`src/rtl/errmod_map_pipe.sv`:
```
// Two-stage residual pipeline: sign correction, modulo-RANGE reduction and
// the Golomb-style error mapping, with valid/ready flow control and a per-line index.
module errmod_map_pipe #(
    parameter int BITDEPTH = 8,
    parameter int RES_W    = BITDEPTH + 2,
    parameter int CNT_W    = 16
) (
    input  logic                clk,
    input  logic                reset,
    input  logic                in_valid,
    output logic                in_ready,
    input  logic [RES_W-1:0]    in_err,
    input  logic                in_sign,
    input  logic                in_flip,
    input  logic                in_last,
    output logic                out_valid,
    input  logic                out_ready,
    output logic [BITDEPTH-1:0] out_errmod,
    output logic [BITDEPTH-1:0] out_merr,
    output logic                out_last,
    output logic [CNT_W-1:0]    out_count
);

    localparam int RANGE = 1 << BITDEPTH;

    logic                s1_valid_q;
    logic [RES_W:0]      s1_e_q;
    logic                s1_flip_q;
    logic                s1_last_q;

    logic                s2_valid_q;
    logic [BITDEPTH-1:0] errmod_q;
    logic [BITDEPTH-1:0] merr_q;
    logic                last_q;
    logic [CNT_W-1:0]    count_q;

    logic                s2_load;
    logic                s1_adv;
    logic [RES_W:0]      e_d;
    logic signed [RES_W:0] wrapped;
    logic signed [RES_W:0] errmod_wide;
    logic [BITDEPTH-1:0] errmod_d;
    logic [BITDEPTH:0]   twice;
    logic [BITDEPTH-1:0] merr_d;

    assign s2_load  = !s2_valid_q || out_ready;
    assign s1_adv   = s2_load;
    assign in_ready = !reset && (!s1_valid_q || s1_adv);

    // One extra bit so negating the most negative residual cannot overflow.
    always_comb begin
        e_d = {in_err[RES_W-1], in_err};
        if (in_sign) begin
            e_d = -{in_err[RES_W-1], in_err};
        end
    end

    always_comb begin
        wrapped     = $signed(s1_e_q);
        if (wrapped < 0) begin
            wrapped = wrapped + (RES_W+1)'(RANGE);
        end
        errmod_wide = wrapped;
        if (wrapped >= (RES_W+1)'(RANGE / 2)) begin
            errmod_wide = wrapped - (RES_W+1)'(RANGE);
        end
        errmod_d = BITDEPTH'(errmod_wide);
    end

    // Mapping done modulo RANGE: -2x-1 is ~(2x), and -2(x+1) is ~(2x)-1.
    always_comb begin
        twice = {errmod_d, 1'b0};
        if (!s1_flip_q) begin
            merr_d = errmod_d[BITDEPTH-1] ? BITDEPTH'(~twice) : BITDEPTH'(twice);
        end else begin
            merr_d = errmod_d[BITDEPTH-1] ? BITDEPTH'(~twice - (BITDEPTH+1)'(1))
                                          : BITDEPTH'(twice | (BITDEPTH+1)'(1));
        end
    end

    always_ff @(posedge clk) begin
        if (reset) begin
            s1_valid_q <= 1'b0;
            s1_e_q     <= '0;
            s1_flip_q  <= 1'b0;
            s1_last_q  <= 1'b0;
            s2_valid_q <= 1'b0;
            errmod_q   <= '0;
            merr_q     <= '0;
            last_q     <= 1'b0;
            count_q    <= '0;
        end else begin
            if (in_ready) begin
                s1_valid_q <= in_valid;
                if (in_valid) begin
                    s1_e_q    <= e_d;
                    s1_flip_q <= in_flip;
                    s1_last_q <= in_last;
                end
            end
            if (s2_load) begin
                s2_valid_q <= s1_valid_q;
                if (s1_valid_q) begin
                    errmod_q <= errmod_d;
                    merr_q   <= merr_d;
                    last_q   <= s1_last_q;
                end
            end
            // Counter is the index of the word currently presented at the output.
            if (s2_valid_q && out_ready) begin
                count_q <= last_q ? '0 : count_q + CNT_W'(1);
            end
        end
    end

    assign out_valid  = s2_valid_q;
    assign out_errmod = errmod_q;
    assign out_merr   = merr_q;
    assign out_last   = last_q;
    assign out_count  = count_q;

endmodule

```
`config.mk`:
```
export PLATFORM = sky130hd
export DESIGN_NAME = errmod_map_pipe
export DESIGN_NICKNAME = d
export VERILOG_FILES = /design/src/rtl/errmod_map_pipe.sv
export SDC_FILE = /design/constraint.sdc
export NUM_CORES = 1
export LEC_CHECK = 0
export ABC_AREA = 1
export CORE_ASPECT_RATIO = 0.8
export CORE_UTILIZATION = 49
export CTS_CLUSTER_DIAMETER = 200
export DETAILED_ROUTE_END_ITERATION = 6
export HOLD_SLACK_MARGIN = 0.02
export PLACE_DENSITY = 0.92
export SETUP_SLACK_MARGIN = 0.4
export SLEW_MARGIN = 20
export SYNTH_ARGS = -nofsm -noshare
export SYNTH_HDL_FRONTEND = slang
export SYNTH_SLANG_ARGS = --single-unit
```
`constraint.sdc`:
```
create_clock -name clk -period 1.5 [get_ports clk]
set_input_delay 0.3 -clock clk [delete_from_list [all_inputs] [get_ports clk]]
set_output_delay 0.3 -clock clk [all_outputs]
set_load 0.02 [all_outputs]
```
# --- Yosys cells after proc, flatten, opt, wreduce, memory -nomap -nowiden ---
# Cells that the tools add are included.
word_totals:
  ff_bits: 48
  in_bits: 17
  elab_cells: 33
op_classes:
  n_lt_le_gt_ge: 2
  addsub: 5
  mux: 7
  bitwise_logic: 1
  n_reduce_logical: 9
ops:
  columns: ["cell", "n"]
  rows:
  - ["2-to-1 mux 8 bit", 4]
  - ["2-to-1 mux 11 bit", 2]
  - ["adder 16 x 1 -> 16 bit (second input constant)", 1]
  - ["2-to-1 mux 16 bit", 1]
  - ["subtractor 8 x 1 -> 8 bit (second input constant)", 2]
  - ["adder 11 x 10 -> 11 bit (second input constant)", 1]
  - ["greater-or-equal comparator 11 x 9 -> 1 bit (second input constant)", 1]
  - ["< comparator 11 x 1 -> 1 bit (second input constant)", 1]
  - ["negation 11 bit", 1]
  - ["NOT 8 bit", 1]
  - ["AND reduction 2 bit", 2]
  - ["logical NOT 1 bit", 3]
  - ["logical AND 1 bit", 2]
  - ["logical OR 1 bit", 2]

# --- Longest topological paths before layout ---
logic_depth:
  depth_word: 8
  depth_mapped: 9
  mapped_depth_nobuf: 8

# --- Worst setup path after synthesis ---
# No wires, ideal clock.
synth_path:
  path_type: "register -> register"
  start: "register count_q[0], in the netlist out_count[0]"
  end: "register count_q[14], in the netlist out_count[14]"
  n_path_buf: 0
  setup_ns: 0.112
  slack_ns: 0.123
  t_arrival_ns: 1.265
  required_ns: 1.388
  path_stages_with_launch: 9
  cell_sequence: "dfxtp_1 -> ha_1 -> nand2_1 -> nor2_4 -> nand2_4 -> nor2_4 -> nand3b_1 -> nand2_1 -> nor2_1"
synth_via:
  elab_chain_cells: 2
synth_lines:
  columns: ["element", "line", "source"]
  rows:
  - ["start, declared", "35", "logic [CNT_W-1:0] count_q;"]
  - ["start signal, assigned", "111", "count_q <= last_q ? '0 : count_q + CNT_W'(1);"]
  - ["adder 16 x 1 -> 16 bit", "111", null]
  - ["2-to-1 mux 16 bit", "111", null]
# No other way between the ends.
# A chain may end at the register's enable or synchronous reset.

# --- Worst setup path in the final report ---
layout_path:
  start: "register s2_valid_q, in the netlist out_valid"
  end: "register count_q[8], in the netlist out_count[8]"
layout_via:
  elab_chain_cells: 1
layout_lines:
  columns: ["element", "line", "source"]
  rows:
  - ["start, declared", "31", "logic s2_valid_q;"]
  - ["start signal, assigned", "102", "s2_valid_q <= s1_valid_q;"]
  - ["logical AND 1 bit", "110", "if (s2_valid_q && out_ready) begin"]
# No other way between the ends.

==> results_dict.tcl <==
set metrics [dict create \
    remaining_drc_errors 11 \
    cts_made_buffers 5 \
    multi_input_area_um2 1200 \
    power.density_nw_per_um2 781 \
    grt_pass1_vias 2052 \
    dieHeight_um 60.3 \
    fill_cells 190 \
    yosysUniqueCellTypes 32 \
    seqCellArea_um2 960 \
    synthCells 281 \
    viasPerCell 6.13 \
    die_area_um2 4520 \
    critPathMaxStageDelay_ps 380 \
    place_congestion 0.883 \
    yosysWarnings 0 \
    synth_nets 300 \
    drt_pass1_iterations 7 \
    avgSynthCellArea_um2 7.42 \
    worst_ep_arrival_time_ps 1560 \
    ant_nets 0 \
    setup_slack_ps 135 \
    placed_area_um2 2840 \
    required_ps 1700 \
    grt_overflow 0 \
    fin_nets 394 \
    cp-start-kind "flop" \
    path_class "reg -> reg" \
    violations "design-rule violations" \
    dieWidth_um 74.9 \
    grt_pass1_wl_um 9380 \
    antenna_found_initial 0 \
    p_total_mw 2.60 \
    synth_top_cell_by_area "dfxtp_1" \
    yosysTopAreaCellShare_pct 43.2 \
    synth.area.top_cells "dfxtp_1 (43%), nand2_1 (13%), inv_1 (5.9%)" \
    hold_end "s1_e_q[6]$_SDFFE_PP0P_" \
    cts.sinks 45 \
    hold_depth 5 \
    clk_pin_slew_ps 80 \
    place_hpwl_um 3720 \
    ios 52 \
    setup_violations 0 \
    dp_cells 403 \
    grtUsageTotal_pct 27.9 \
    syn_area_um2 2080 \
    cts_htree_levels 2 \
    final_cell_count_no_fill 430 \
    ys.flop_type "dfxtp_1" \
    wl_per_cell_um 19.3 \
    io_buffers 49 \
    hp-start "in_err[6]" \
    grt_max_degree 17 \
    area_delta_synth_final_pct 59.5 \
    yosysMostFrequentCell "nand2_1" \
    slew_viol_final 0 \
    ys_seq_elements 45 \
    cp-end-kind "flop" \
    cp_slowest_cell "dfxtp_4" \
    hold_viol_final 0 \
    clockBufferDepth 2 \
    drtIter0Drc 337 \
    period_needed_ps 1370 \
    worstRegToRegCells 8 \
    worstMarginPinSlew_ps 336 \
    cp_common_cell "o21ai_1" \
    stdcell_area_um2 3330 \
    status "finished with violations" \
    diodes 0 \
    p_leak_nw 1.49 \
    drive_gt1_share_pct 48.5 \
    cts_tree "done" \
    rsz0062_at_grt "true" \
    via_count 2636 \
    fin_skew_ps 6.18 \
    cts_hold_buf 0 \
    hold_path.class "in -> reg" \
    worstReg2RegStart "out_valid$_SDFFE_PP0P_" \
    synthArstFlopShare_pct 0 \
    synth_edf_count 0 \
    place_ws_ps -495 \
    irDropWorstVdd_v 0.000463 \
    wl_um 8300 \
    final.setup.tns_ps 0 \
    core_um2 3930 \
    clk_latency_ps 300 \
    rows 20 \
    period_share_pct 91.0 \
    rr_endpoint "out_count[8]$_SDFFE_PP0P_" \
    cts_root_buf "clkbuf_8" \
    max_freq_mhz 733 \
    ff2ff_setup_slack_ps 130 \
    drv_cap 0 \
    synth_common_cells "nand2_1 (74), dfxtp_1 (45), inv_1 (33)" \
    relSlewSlack_pct 77.4 \
    initial_core_util_pct 53.1 \
    yosysSeqAreaShare_pct 43.2 \
    crit_chain "buf_6 > nand2_8 > o21ai_4 > inv_2 > nand2_1 > o21ai_1 > o21ai_1 > inv_1" \
    worstPathMaxFanout 6 \
]
-- repair_timing --
item / in CTS / in global routing
gates resized for setup: 194 / 112
endpoints found under the hold margin: 0 / 0
buffers inserted: 8 / 11
setup endpoints to repair: 79 / 76
gates cloned: 1 / 0
pin swaps: 9 / 21
-- registers in the layout (all words and copies together) (netlist names) --
signal	flops
s1_valid_q	1
out_valid	1
s1_e_q	8
out_errmod	8
s1_last_q	1
out_count	16
out_merr	8
out_last	1
s1_flip_q	1
-- routing by layer --
layer | track usage (%) | vias up | share of wire (%)
met4 | 9.70 | 0 | 7.5
met1 | 34.8 | 1200 | 37
met5 | 0 | - | 0
met3 | 7.31 | 85 | 10
li1 | - | 1094 | -
met2 | 47.4 | 257 | 46
-- worst max-delay path by stage --
| stage | start | end | depth (start not counted) |
|---|---|---|---|
| 6_report | out_valid$_SDFFE_PP0P_ | out_count[8]$_SDFFE_PP0P_ | 8 |
| 2_1_floorplan | out_count[1]$_SDFFE_PP0P_ | out_count[14]$_SDFFE_PP0P_ | 8 |
| 4_1_cts | out_valid$_SDFFE_PP0P_ | in_ready | 4 |
| 3_3_place_gp | out_ready | in_ready | 6 |
| 3_5_place_dp | out_ready | in_ready | 6 |
| 5_1_grt | out_count[1]$_SDFFE_PP0P_ | out_count[8]$_SDFFE_PP0P_ | 8 |
-- critical path, delay by kind of cell, from the launching register on --
| family | cells | cell delay, ps |
|---|---|---|
| flip-flops | 1 | 380 |
| AND/OR/NAND/NOR | 2 | 170 |
| buffers and inverters | 3 | 280 |
| AO/OA/AOI/OAI | 3 | 430 |
-- kinds of logic (layout without fill, tap and decap cells) --
family          Yosys count  in the layout  share of synthesized area [%]
simple gates            135            136                           30.8
flops                    45             45                           43.2
fa+ha+maj                 2              2                           1.20
xor+xnor                  4              4                           1.68
buf+inv                  43            136                           9.12
compound gates           51             51                           13.5
mux                       1              1                          0.480
-- metrics by stage --
stage          hold WS, ps  util, %
3_5_place_dp           448     72.3
2_1_floorplan          369        -
3_3_place_gp           439     72.3
5_1_grt                405     84.6
6_report               390     84.6
4_1_cts                458     74.4
-- report_power, final --
part	total, mW	switching [mW]	leakage, nW	internal (mW)
clock network	0.775	0.409	0.0443	0.366
logic	0.525	0.300	1.06	0.225
registers	1.30	0.0556	0.384	1.24
total	2.60	0.765	1.49	1.83
-- area by class of cell --
cell class	instances	share of cell area, %
clock buffer	7	2.60
inverter	37	4.55
multi-input combinational	194	36.2
sequential	45	28.9
tap	55	2.07
timing repair buffer	92	25.7
-- cells in the final DEF (no fill, tap or decap), drive strengths merged --
master	instances
ha	2
a211oi	1
nand2	83
nor3	3
nor2	28
a31oi	6
a21boi	1
nor3b	1
clkbuf	7
nand3	13
clkdlybuf4s50	3
xor2	3
nand4	6
mux2i	1
nand3b	1
dfxtp	45
dlygate4sd2	6
buf	78
dlymetal6s2s	5
o21bai	1
inv	37
o21ai	21
xnor2	1
and2	1
a21oi	21
No activity file was read; power rests on OpenSTA's default activity.
